--- src/rtl/dmem_lsu_pkg.sv ---
// Shared constants for the dmem load/store unit: RV32I width codes,
// FSM state encoding, byte-enable masks and the request legality check.
package dmem_lsu_pkg;

    localparam logic [2:0] F3_B  = 3'd0;
    localparam logic [2:0] F3_H  = 3'd1;
    localparam logic [2:0] F3_W  = 3'd2;
    localparam logic [2:0] F3_BU = 3'd4;
    localparam logic [2:0] F3_HU = 3'd5;

    localparam logic [3:0] WEA_NONE = 4'b0000;
    localparam logic [3:0] WEA_B0   = 4'b0001;
    localparam logic [3:0] WEA_HLO  = 4'b0011;
    localparam logic [3:0] WEA_HHI  = 4'b1100;
    localparam logic [3:0] WEA_W    = 4'b1111;

    typedef enum logic [2:0] {
        ST_IDLE,
        ST_RD,
        ST_RDDATA,
        ST_WR1,
        ST_WR2,
        ST_DONE
    } state_e;

    // Alignment and width-code legality; the region check lives in the top
    // because it depends on the instance parameters.
    function automatic logic access_illegal(input logic       we,
                                            input logic [2:0] funct3,
                                            input logic [1:0] addr_lo);
        logic bad;
        bad = 1'b0;
        if (we) begin
            case (funct3)
                F3_B:    bad = 1'b0;
                F3_H:    bad = addr_lo[0];
                F3_W:    bad = |addr_lo;
                default: bad = 1'b1;
            endcase
        end else begin
            case (funct3)
                F3_B, F3_BU: bad = 1'b0;
                F3_H, F3_HU: bad = addr_lo[0];
                F3_W:        bad = |addr_lo;
                default:     bad = 1'b1;
            endcase
        end
        return bad;
    endfunction

endpackage

--- src/rtl/lsu_load_align.sv ---
// Load-data alignment: picks the byte/half addressed by addr_lo out of the
// dmem read word and sign- or zero-extends it according to funct3.
module lsu_load_align
    import dmem_lsu_pkg::*;
(
    input  logic [2:0]  funct3,
    input  logic [1:0]  addr_lo,
    input  logic [31:0] doutb,
    output logic [31:0] rdata
);

    logic [7:0]  byte_sel;
    logic [15:0] half_sel;

    always_comb begin
        case (addr_lo)
            2'd0:    byte_sel = doutb[7:0];
            2'd1:    byte_sel = doutb[15:8];
            2'd2:    byte_sel = doutb[23:16];
            default: byte_sel = doutb[31:24];
        endcase
        half_sel = addr_lo[1] ? doutb[31:16] : doutb[15:0];
    end

    always_comb begin
        case (funct3)
            F3_B:    rdata = {{24{byte_sel[7]}}, byte_sel};
            F3_BU:   rdata = {24'h0, byte_sel};
            F3_H:    rdata = {{16{half_sel[15]}}, half_sel};
            F3_HU:   rdata = {16'h0, half_sel};
            default: rdata = doutb;
        endcase
    end

endmodule

--- src/rtl/dmem_lsu.sv ---
// CPU-side load/store master for the dual-port data memory: one request at a
// time, partial stores use the two-edge read-merge-write contract of dmem.
module dmem_lsu
    import dmem_lsu_pkg::*;
#(
    parameter int          ADDR_W    = 15,
    parameter logic [31:0] DMEM_BASE = 32'h0010_0000
) (
    input  logic              clk,
    input  logic              rstn,
    input  logic              req_valid,
    output logic              req_ready,
    input  logic              req_we,
    input  logic [2:0]        req_funct3,
    input  logic [31:0]       req_addr,
    input  logic [31:0]       req_wdata,
    output logic              resp_valid,
    output logic [31:0]       resp_rdata,
    output logic              resp_err,
    output logic [ADDR_W-1:0] mem_addra,
    output logic [31:0]       mem_dina,
    output logic              mem_ena,
    output logic [3:0]        mem_wea,
    output logic [ADDR_W-1:0] mem_addrb,
    output logic              mem_enb,
    input  logic [31:0]       mem_doutb
);

    state_e              state_q, state_d;
    logic [ADDR_W-1:0]   word_q;
    logic [1:0]          lo_q;
    logic [2:0]          funct3_q;
    logic [31:0]         wdata_q;
    logic                err_q;

    logic                accept;
    logic                in_region;
    logic                req_err;
    logic [31:0]         load_rdata;
    logic [31:0]         store_dina;
    logic [3:0]          store_wea;

    assign req_ready = rstn && (state_q == ST_IDLE);
    assign accept    = req_valid && req_ready;
    assign in_region = (req_addr[31:ADDR_W+2] == DMEM_BASE[31:ADDR_W+2]);
    assign req_err   = !in_region || access_illegal(req_we, req_funct3, req_addr[1:0]);

    always_ff @(posedge clk) begin
        if (!rstn) begin
            state_q  <= ST_IDLE;
            word_q   <= '0;
            lo_q     <= '0;
            funct3_q <= '0;
            wdata_q  <= '0;
            err_q    <= 1'b0;
        end else begin
            state_q <= state_d;
            if (accept) begin
                word_q   <= req_addr[ADDR_W+1:2];
                lo_q     <= req_addr[1:0];
                funct3_q <= req_funct3;
                wdata_q  <= req_wdata;
                err_q    <= req_err;
            end
        end
    end

    // Full-word stores skip WR1: dmem commits them on a single edge.
    always_comb begin
        state_d = state_q;
        case (state_q)
            ST_IDLE: begin
                if (accept) begin
                    if (req_err)                 state_d = ST_DONE;
                    else if (!req_we)            state_d = ST_RD;
                    else if (req_funct3 == F3_W) state_d = ST_WR2;
                    else                         state_d = ST_WR1;
                end
            end
            ST_RD:     state_d = ST_RDDATA;
            ST_RDDATA: state_d = ST_IDLE;
            ST_WR1:    state_d = ST_WR2;
            ST_WR2:    state_d = ST_DONE;
            ST_DONE:   state_d = ST_IDLE;
            default:   state_d = ST_IDLE;
        endcase
    end

    always_comb begin
        case (funct3_q)
            F3_B: begin
                store_dina = {4{wdata_q[7:0]}};
                store_wea  = WEA_B0 << lo_q;
            end
            F3_H: begin
                store_dina = {2{wdata_q[15:0]}};
                store_wea  = lo_q[1] ? WEA_HHI : WEA_HLO;
            end
            default: begin
                store_dina = wdata_q;
                store_wea  = WEA_W;
            end
        endcase
    end

    lsu_load_align u_align (
        .funct3  (funct3_q),
        .addr_lo (lo_q),
        .doutb   (mem_doutb),
        .rdata   (load_rdata)
    );

    // Every mem_* output is forced to zero outside the state that owns it.
    always_comb begin
        resp_valid = 1'b0;
        resp_rdata = '0;
        resp_err   = 1'b0;
        mem_addra  = '0;
        mem_dina   = '0;
        mem_ena    = 1'b0;
        mem_wea    = WEA_NONE;
        mem_addrb  = '0;
        mem_enb    = 1'b0;
        case (state_q)
            ST_RD: begin
                mem_enb   = 1'b1;
                mem_addrb = word_q;
            end
            ST_RDDATA: begin
                resp_valid = 1'b1;
                resp_rdata = load_rdata;
            end
            ST_WR1, ST_WR2: begin
                mem_ena   = 1'b1;
                mem_addra = word_q;
                mem_dina  = store_dina;
                mem_wea   = store_wea;
            end
            ST_DONE: begin
                resp_valid = 1'b1;
                resp_err   = err_q;
            end
            default: ;
        endcase
    end

endmodule

--- config.mk ---
export PLATFORM = sky130hd
export DESIGN_NAME = dmem_lsu
export DESIGN_NICKNAME = d
export VERILOG_FILES = /design/src/rtl/dmem_lsu_pkg.sv /design/src/rtl/lsu_load_align.sv /design/src/rtl/dmem_lsu.sv
export SDC_FILE = /design/constraint.sdc
export NUM_CORES = 1
export LEC_CHECK = 0
export ABC_CLOCK_PERIOD_IN_PS = 2610
export CAP_MARGIN = 20
export CORE_UTILIZATION = 25
export CTS_CLUSTER_SIZE = 40
export DETAILED_ROUTE_END_ITERATION = 10
export DONT_BUFFER_PORTS = 1
export GPL_TIMING_DRIVEN = 0
export PLACE_DENSITY_LB_ADDON = 0.05
export SYNTH_ARGS = -nofsm -noshare
export SYNTH_HDL_FRONTEND = slang
export SYNTH_SLANG_ARGS = --single-unit
export TNS_END_PERCENT = 30
--- constraint.sdc ---
create_clock -name clk -period 2.61 [get_ports clk]
set_input_delay 0.522 -clock clk [delete_from_list [all_inputs] [get_ports clk]]
set_output_delay 0.522 -clock clk [all_outputs]
set_load 0.005 [all_outputs]
Word level (Yosys, flattened, before mapping)
Cells that the tools add are included.
{"block": "word_totals", "n_memories": 0, "ram_bits": 0, "register_bits": 56, "rom_bits": 0, "latch_bits": 0, "output_inout_bits": 103, "elab_cells": 59}
{"block": "op_classes", "magnitude_cmp": 0, "n_shift": 1, "n_mux": 23, "add_sub_neg": 0, "bitwise_logic": 0, "n_reduce_logical": 13, "n_mul": 0, "div_mod_pow": 0, "n_eq_ne": 16}
{"operator": "one-hot mux 32 bit (4 select lines)", "count": 1}
{"operator": "two-way mux 32 bit", "count": 2}
{"operator": "one-hot mux 32 bit (2 select lines)", "count": 1}
{"operator": "two-way mux 15 bit", "count": 2}
{"operator": "one-hot mux 8 bit (3 select lines)", "count": 1}
{"operator": "equality test 3 bit (second input constant)", "count": 6}
{"operator": "two-way mux 16 bit", "count": 1}
{"operator": "equality test 15 x 4 -> 1 bit (second input constant)", "count": 1}
{"operator": "two-way mux 3 bit", "count": 4}
{"operator": "one-hot mux 3 bit (4 select lines)", "count": 1}
{"operator": "OR reduction 2 bit", "count": 5}
{"operator": "equality test 3 x 1 -> 1 bit (second input constant)", "count": 3}
{"operator": "equality test 3 x 2 -> 1 bit (second input constant)", "count": 3}
{"operator": "zero test 3 bit", "count": 3}
{"operator": "two-way mux 4 bit", "count": 2}
{"operator": "one-hot mux 4 bit (2 select lines)", "count": 1}
{"operator": "one-hot mux 1 bit (3 select lines)", "count": 2}
{"operator": "two-way mux 1 bit", "count": 5}
{"operator": "<< shifter 1 x 2 -> 4 bit (first input constant)", "count": 1}
{"operator": "equality test 2 x 1 -> 1 bit (second input constant)", "count": 1}
{"operator": "equality test 2 bit (second input constant)", "count": 1}
{"operator": "logical AND 1 bit", "count": 2}
{"operator": "zero test 2 bit", "count": 1}
{"operator": "inequality test 2 bit (second input constant)", "count": 1}
{"operator": "other kinds (2)", "count": 2}

Longest topological paths before layout
Gate-level depths: netlist (run 1).
{"block": "depth", "word_depth": 8, "ltp_mapped": 7}

Cells and area by module
A second synthesis (run 1) with hierarchy kept.
{"block": "hier_totals", "hier_cells": 571, "hier_area_um2": 4090.2}
{"module": "dmem_lsu", "cells_per_inst": 438, "area_each_um2": 3120.5, "n_inst": 1}
{"module": "lsu_load_align", "cells_per_inst": 133, "area_each_um2": 969.7, "n_inst": 1}

Worst setup path before layout (run 1)
No wires, ideal clock.
{"block": "synth_timing", "path_kind": "input-to-output", "startpoint": "input mem_doutb[31]", "endpoint": "output resp_rdata[20]", "setup_slack_ps": 551, "n_path_buf": 1, "arrival_ps": 1537, "required_ps": 2088, "cell_stages": 5, "cell_sequence": "mux4_2 nor2b_4 o21ai_4 buf_6 nand2_1"}
{"block": "synth_between", "elab_chain_cells": 3, "elab_cells_between_ends": 4, "cone_classes": "mux (4)"}
{"element": "start: declaration", "line_no": "dmem_lsu.sv:26", "text": "input logic [31:0] mem_doutb"}
{"element": "one-hot mux 8 bit (3 select lines) or two-way mux 16 bit (tied branches)", "line_no": "lsu_load_align.sv:16, lsu_load_align.sv:22"}
{"element": "one-hot mux 32 bit (4 select lines) (*)", "line_no": "lsu_load_align.sv:26", "text": "case (funct3)"}
{"element": "two-way mux 32 bit (*)", "line_no": "dmem_lsu.sv:124", "text": "case (state_q)"}
{"element": "end: declaration", "line_no": "dmem_lsu.sv:18", "text": "output logic [31:0] resp_rdata,"}
Mark *: on every way between the ends. The rest lies on a longest branch, timed or not.

Worst setup path in the final report (run 1)
{"block": "layout_timing", "startpoint": "register state_q[2]", "endpoint": "output resp_rdata[15]"}
{"block": "layout_between", "elab_chain_cells": 2}
{"element": "start: declaration", "line_no": "dmem_lsu.sv:29", "text": "state_e state_q, state_d;"}
{"element": "start signal: assignment", "line_no": "dmem_lsu.sv:57", "text": "state_q <= state_d;"}
{"element": "equality test 3 x 2 -> 1 bit", "line_no": "dmem_lsu.sv:124"}
{"element": "two-way mux 32 bit", "line_no": "dmem_lsu.sv:124"}
No other way between the ends.

==> flow_metrics.env, run 1 <==
export IMPL_outcome="complete, no violations"
export IMPL_setup_viol_count_final=0
export IMPL_critical_path_required_ps=2090
export IMPL_slowest_stage_cell_crit_path="sky130_fd_sc_hd__or3b_1"
export IMPL_cell_taking_the_most_area_after_synthesis="sky130_fd_sc_hd__dfxtp_1"
export IMPL_route_vias_total=3475
export IMPL_ffs_w_async_s_r_synth_pct=0
export IMPL_worst_setup_hold_path_clk_slew_ps=80
export IMPL_post_synth_inst_count=511
export IMPL_yosys_warnings=0
export IMPL_root_buffer_cell="sky130_fd_sc_hd__clkbuf_16"
export IMPL_timing_clock_skew_ps=11.4
export IMPL_first_global_vias=3345
export IMPL_top_achievable_clock_speed_mhz=392
export IMPL_place_hpwl_mm=10.0
export IMPL_worst_setup_path_type="register to output pin"
export IMPL_global_route_wire_length_before_repair_mm=19.9
export IMPL_clkSinkCount=56
export IMPL_globalRoute_totalOverflow=0
export IMPL_ys_seq_elements=56
export IMPL_max_cap_violations=0
export IMPL_postPlaceCellArea_um2=3690
export IMPL_final_period_utilization_pct=97.7
export IMPL_rd_place_congestion=0.800
export IMPL_yosys_cell_count_top_type="sky130_fd_sc_hd__nand2_1"
export IMPL_fp_row_count=42
export IMPL_post_route_cell_area_um2=3900
export IMPL_die_width_um=120
export IMPL_drt_wl_total_mm=13.1
export IMPL_clock_latency_ps=310
export IMPL_critical_path_max_stage_delay_ps=400
export IMPL_timing_worst_slew_pin_value_ps=828
export IMPL_gr_usage_all_layers_pct=18.2
export IMPL_synth_edff_count=0
export IMPL_synthesis_area_um2=3470
export IMPL_flow_area_growth_from_synthesis_pct=12.3
export IMPL_timing_critical_path_fanout_max=10
export IMPL_grt_antenna_before_repair=0
export IMPL_synth_top_flop_cell="sky130_fd_sc_hd__dfxtp_1"
export IMPL_final_fill_count=1502
export IMPL_cts_root_to_sink_buffers=2
export IMPL_antenna_cells_inserted=0
export IMPL_fin_util_pct=29.1
export IMPL_yosys_area_top_type_share_pct=32.3
export IMPL_fp_dieH_um=120
export IMPL_floorplan_io_pins=206
export IMPL_p_per_area_nw_per_um2=592
export IMPL_maximum_number_of_pins_on_one_net_before_global_route_repair=18
export IMPL_report_final_hold_viol_count=0
export IMPL_syn_mean_instance_area_um2=6.79
export IMPL_static_leakage_power_uw=0.00171
export IMPL_crit_path_cell_trace="buf_2, or3b_1, buf_2, clkbuf_2, nor3_1"
export IMPL_vdd_ir_drop_max_v=0.000346
export IMPL_cp_end_kind="output pin"
export IMPL_cpLargestDelayFamily="simple AND/OR/NAND/NOR gates"
export IMPL_timing_critical_path_mode_cell="sky130_fd_sc_hd__buf_2"
export IMPL_final_layout_size_suffix_gt1_share_pct=10.2
export IMPL_drt_wirelength_per_cell_um=18.9
export IMPL_critical_path_buffer_and_inverter_count=3
export IMPL_initialDrtViolationCount=160
export IMPL_seq_area_frac_synth_pct=32.3
export IMPL_netlist_cell_type_count=43
export IMPL_placeable_core_region_um2=13400
export IMPL_firstDrtPassIters=4
export IMPL_h_tree_depth=2
export IMPL_numCtsBuffers=5
export IMPL_synthTopCellsByArea="sky130_fd_sc_hd__dfxtp_1 32%, sky130_fd_sc_hd__nand2_1 17%, sky130_fd_sc_hd__nand3_1 7.8%, sky130_fd_sc_hd__mux2i_1 4.9%, sky130_fd_sc_hd__nor2b_1 4.7%"
export IMPL_tritoncts_clock_tree="built"
export IMPL_synth_fp_nets=614
export IMPL_slew_viol_final=0
export IMPL_worst_hold_slack_ps=301
export IMPL_starting_density_of_the_core_pct=25.9
export IMPL_grt_setup_unrepaired="true"
export IMPL_io_buffers=0
export IMPL_fin_nets=621
export IMPL_remaining_drc_errors=0
export IMPL_timing_final_crit_period_ps=2550
export IMPL_drt_vias_per_instance=5.00
export IMPL_cp_data_arrival_time_ps=2030
export IMPL_hold_path_class="input pin to register"
export IMPL_synth_top_cells_by_count="161 x sky130_fd_sc_hd__nand2_1, 56 x sky130_fd_sc_hd__dfxtp_1, 54 x sky130_fd_sc_hd__nand3_1"
export IMPL_detail_route_antenna_nets=0
export IMPL_worst_setup_path_start_kind="register"
export IMPL_maxSlewHeadroom_pct=44.5
export IMPL_die_area_um2=14400
-- layout by cell type (no fill, tap or decap), drive strengths merged --
cell / n
or3b: 2
inv: 4
mux2: 6
and2: 3
bufinv: 1
clkbuf: 29
a2111oi: 1
and3: 16
nor4b: 2
clkinvlp: 1
nand2: 161
a221oi: 1
a211oi: 16
o22ai: 7
a21oi: 15
nor3b: 2
o21ai: 6
dfxtp: 56
nand2b: 3
nor3: 18
or2: 1
buf: 17
a31oi: 1
nand3: 54
nor4: 4
nor2: 41
clkinv: 1
o211ai: 1
a41oi: 1
o21ba: 1
o21a: 1
mux2i: 17
mux4: 1
nand4: 1
nor2b: 27
-- cell families after synthesis --
kind of cell,synth area share (%)
compound gates,9.85
buf+inv,5.84
flops,32.3
simple gates,44.5
mux,7.50
-- per-stage QoR --
stage / total power, uW / std cells / setup WS [ps] / setup TNS [ps]
after CTS: 2340 / 695 / 4.40 / 0
final: 2310 / 695 / 59.1 / 0
after global placement: 1510 / 687 / 276 / 0
after floorplan: 1360 / 511 / 551 / 0
after global routing: 2430 / 695 / -6.11 / -11.4
after detailed placement: 1520 / 687 / 284 / 0
-- worst paths after layout --
path / to / depth (start not counted) / startpoint / slack, ps
min reg2reg: wdata_q[29] / 2 / wdata_q[29] / 460
max reg2reg: wdata_q[20] / 6 / state_q[2] / 700
max: resp_rdata[15] / 5 / state_q[2] / 60
min: word_q[10] / 2 / req_addr[12] / 300
-- sequential cells by signal, indices dropped and copies added, names as in the netlist --
signal and cells:
wdata_q 32, err_q 1, word_q 15, state_q 3, lo_q 2, funct3_q 3
-- routing by layer --
metal | wire, um | track usage [%] | vias up | part of all wire, %
li1 | - | - | 1732 | -
met1 | 6140 | 25.3 | 1628 | 47
met2 | 5990 | 28.1 | 108 | 46
met3 | 841 | 4.18 | 7 | 6.4
met4 | 133 | 5.16 | 0 | 1.0
met5 | 0 | 0 | - | 0
-- area by class of cell --
cell class                 count  area [um^2]  share of cell area (%)
inverter                       4         15.0                   0.385
buffer                        41          199                    5.11
multi-input combinational    410         2170                    55.8
clock inverter                 3         42.5                    1.09
clock buffer                   5          125                    3.21
tap                          176          220                    5.65
sequential                    56         1120                    28.8
-- power by group --
part | internal, uW | total (uW) | switching [uW]
clock network | 453 | 809 | 356
logic | 178 | 510 | 332
registers | 928 | 990 | 62.0
-- timing repair --
item | CTS | global route
gates resized for setup | 8 | 11
endpoints found under the hold margin | 0 | 0
pin swaps | 0 | 1
setup endpoints to repair | 36 | 32
buffers inserted | 0 | 0
hold buffers | 0 | 0
gates cloned | 0 | 0
No activity file was read; power rests on OpenSTA's default activity.
==> inputs of run 2 (changes only) <==
Settings changed: CORE_UTILIZATION 25 to 45.
==> flow_metrics.env, run 2 (synthesized netlist as in run 1, its figures left out) <==
export IMPL_detail_route_antenna_nets=0
export IMPL_outcome="complete, no violations"
export IMPL_non_filler_instance_count_after_layout=618
export IMPL_cp_data_arrival_time_ps=2000
export IMPL_final_layout_size_suffix_gt1_share_pct=8.67
export IMPL_dp_slack_ps=401
export IMPL_worst_setup_path_type="register to output pin"
export IMPL_flow_area_growth_from_synthesis_pct=7.32
export IMPL_slew_viol_final=0
export IMPL_die_width_um=89.8
export IMPL_vdd_ir_drop_max_v=0.000306
export IMPL_fp_row_count=31
export IMPL_grt_antenna_before_repair=0
export IMPL_timing_critical_path_mode_cell="sky130_fd_sc_hd__buf_6"
export IMPL_hold_path_class="input pin to register"
export IMPL_fin_nets=621
export IMPL_worst_setup_hold_path_clk_slew_ps=100
export IMPL_rd_place_congestion=0.832
export IMPL_place_hpwl_mm=8.13
export IMPL_final_fill_count=819
export IMPL_io_buffers=0
export IMPL_placed_cells=610
export IMPL_hp_start="req_wdata[4]"
export IMPL_most_common_layout_cells="161 x sky130_fd_sc_hd__nand2_1, 56 x sky130_fd_sc_hd__dfxtp_1, 54 x sky130_fd_sc_hd__nand3_1, 39 x sky130_fd_sc_hd__nor2_1, 26 x sky130_fd_sc_hd__nor2b_1"
export IMPL_fp_dieH_um=89.8
export IMPL_drt_wl_total_mm=10.8
export IMPL_p_per_area_nw_per_um2=553
export IMPL_global_route_wire_length_before_repair_mm=16.6
export IMPL_post_cts_setup_buffers=0
export IMPL_max_cap_violations=0
export IMPL_maxSlewHeadroom_pct=45.7
export IMPL_static_leakage_power_uw=0.00168
export IMPL_startpoint="lo_q[1]"
export IMPL_h_tree_depth=2
export IMPL_worst_setup_path_start_kind="register"
export IMPL_wl_met2_mm=4.83
export IMPL_firstDrtPassIters=4
export IMPL_maximum_number_of_pins_on_one_net_before_global_route_repair=18
export IMPL_cp_end_kind="output pin"
export IMPL_gr_usage_all_layers_pct=25.7
export IMPL_totalPowerFinal_uw=2060
export IMPL_top_achievable_clock_speed_mhz=396
export IMPL_route_vias_total=3505
export IMPL_timing_clock_skew_ps=11.8
export IMPL_placeable_core_region_um2=7370
export IMPL_antenna_cells_inserted=0
export IMPL_root_buffer_cell="sky130_fd_sc_hd__clkbuf_8"
export IMPL_largest_register="wdata_q"
export IMPL_floorplan_io_pins=206
export IMPL_setup_slack_ps=83.7
export IMPL_crit_path_cell_trace="buf_6, mux4_2, nor2b_4, o21ai_4, buf_6, nand2_1"
export IMPL_critical_path_required_ps=2090
export IMPL_cts_root_to_sink_buffers=2
export IMPL_met1_length_mm=5.03
export IMPL_clkSinkCount=56
export IMPL_timing_worst_slew_pin_value_ps=810
export IMPL_critical_path_reg2reg_startpoint="state_q[2]"
export IMPL_timing_critical_path_fanout_max=10
export IMPL_drt_vias_per_instance=5.67
export IMPL_grt_setup_unrepaired="true"
export IMPL_setup_viol_count_final=0
export IMPL_globalRoute_totalOverflow=0
export IMPL_timing_final_crit_period_ps=2530
export IMPL_met3_wirelength_um=776
export IMPL_die_area_um2=8060
export IMPL_remaining_drc_errors=0
export IMPL_largest_register_ffs=32
export IMPL_final_tns_setup_ps=0
export IMPL_starting_density_of_the_core_pct=47.1
export IMPL_numCtsBuffers=5
export IMPL_drt_wirelength_per_cell_um=17.4
export IMPL_tritoncts_clock_tree="built"
export IMPL_first_global_vias=3191
export IMPL_report_final_hold_viol_count=0
export IMPL_critical_path_max_stage_delay_ps=550
export IMPL_clock_latency_ps=320
export IMPL_layout_commonest_cell="sky130_fd_sc_hd__nand2_1"
export IMPL_initialDrtViolationCount=159
export IMPL_dr_max_layer_used="met4"
export IMPL_final_period_utilization_pct=96.8
export IMPL_top_regs="wdata_q: 32 flops, word_q: 15 flops"
export IMPL_slowest_stage_cell_crit_path="sky130_fd_sc_hd__mux4_2"
==> run 2: cell count changes in the layout (fill, tap and decap cells not counted), sizes merged <==
| cell | change |
|---|---|
| inv | +1 |
| clkinv | -1 |
| clkinvlp | -1 |
| clkbuf | +1 |
==> run 2: repair_timing <==
item                       in CTS  in global routing
hold buffers                    0                  0
resized for setup               0                 15
setup endpoints to repair       0                 60
==> run 2: layer usage <==
metal | track usage, % | vias up
li1 | - | 1732
met1 | 35.0 | 1634
met2 | 39.7 | 127
met3 | 6.94 | 12
met4 | 7.51 | 0
met5 | 0 | -
==> run 2: per-stage QoR <==
step / hold slack (ps) / utilization, % / area [um^2]
final: 292 / 50.5 / 3720
after global routing: 286 / 50.5 / 3720
after CTS: 290 / 50.3 / 3700
after detailed placement: 447 / 48.8 / 3590
after global placement: 442 / 48.8 / 3590
after floorplan: 434 / - / 3470
==> run 2: power breakdown <==
part           internal, uW  switching (uW)
Clock                   290             293
Combinational           177             310
Sequential              928            61.0
Total                  1400             664
==> run 2: area by class of cell <==
type,count,area [um^2],share of cell area (%)
multi-input cells,410,2160,57.9
flip-flops and latches,56,1120,30.1
plain buffers,41,196,5.28
well taps,99,124,3.33
clock buffers,6,72.6,1.95
clock inverters,2,38.8,1.04
inverters,4,15.0,0.403
==> run 2: worst paths after layout <==
| kind | cells past startpoint | slack (ps) | end |
|---|---|---|---|
| worst max-delay path | 6 | 80 | resp_rdata[29] |
| worst min-delay path | 2 | 290 | wdata_q[4] |
| worst max register to register | 6 | 760 | wdata_q[22] |
| worst min register to register | 2 | 470 | wdata_q[26] |
==> run 2: critical path: cells and delay by family (launching register included) <==
kind | cells | cell delay [ps]
compound gates | 1 | 240
simple gates | 2 | 240
mux | 1 | 550
flops | 1 | 330
buf+inv | 2 | 330
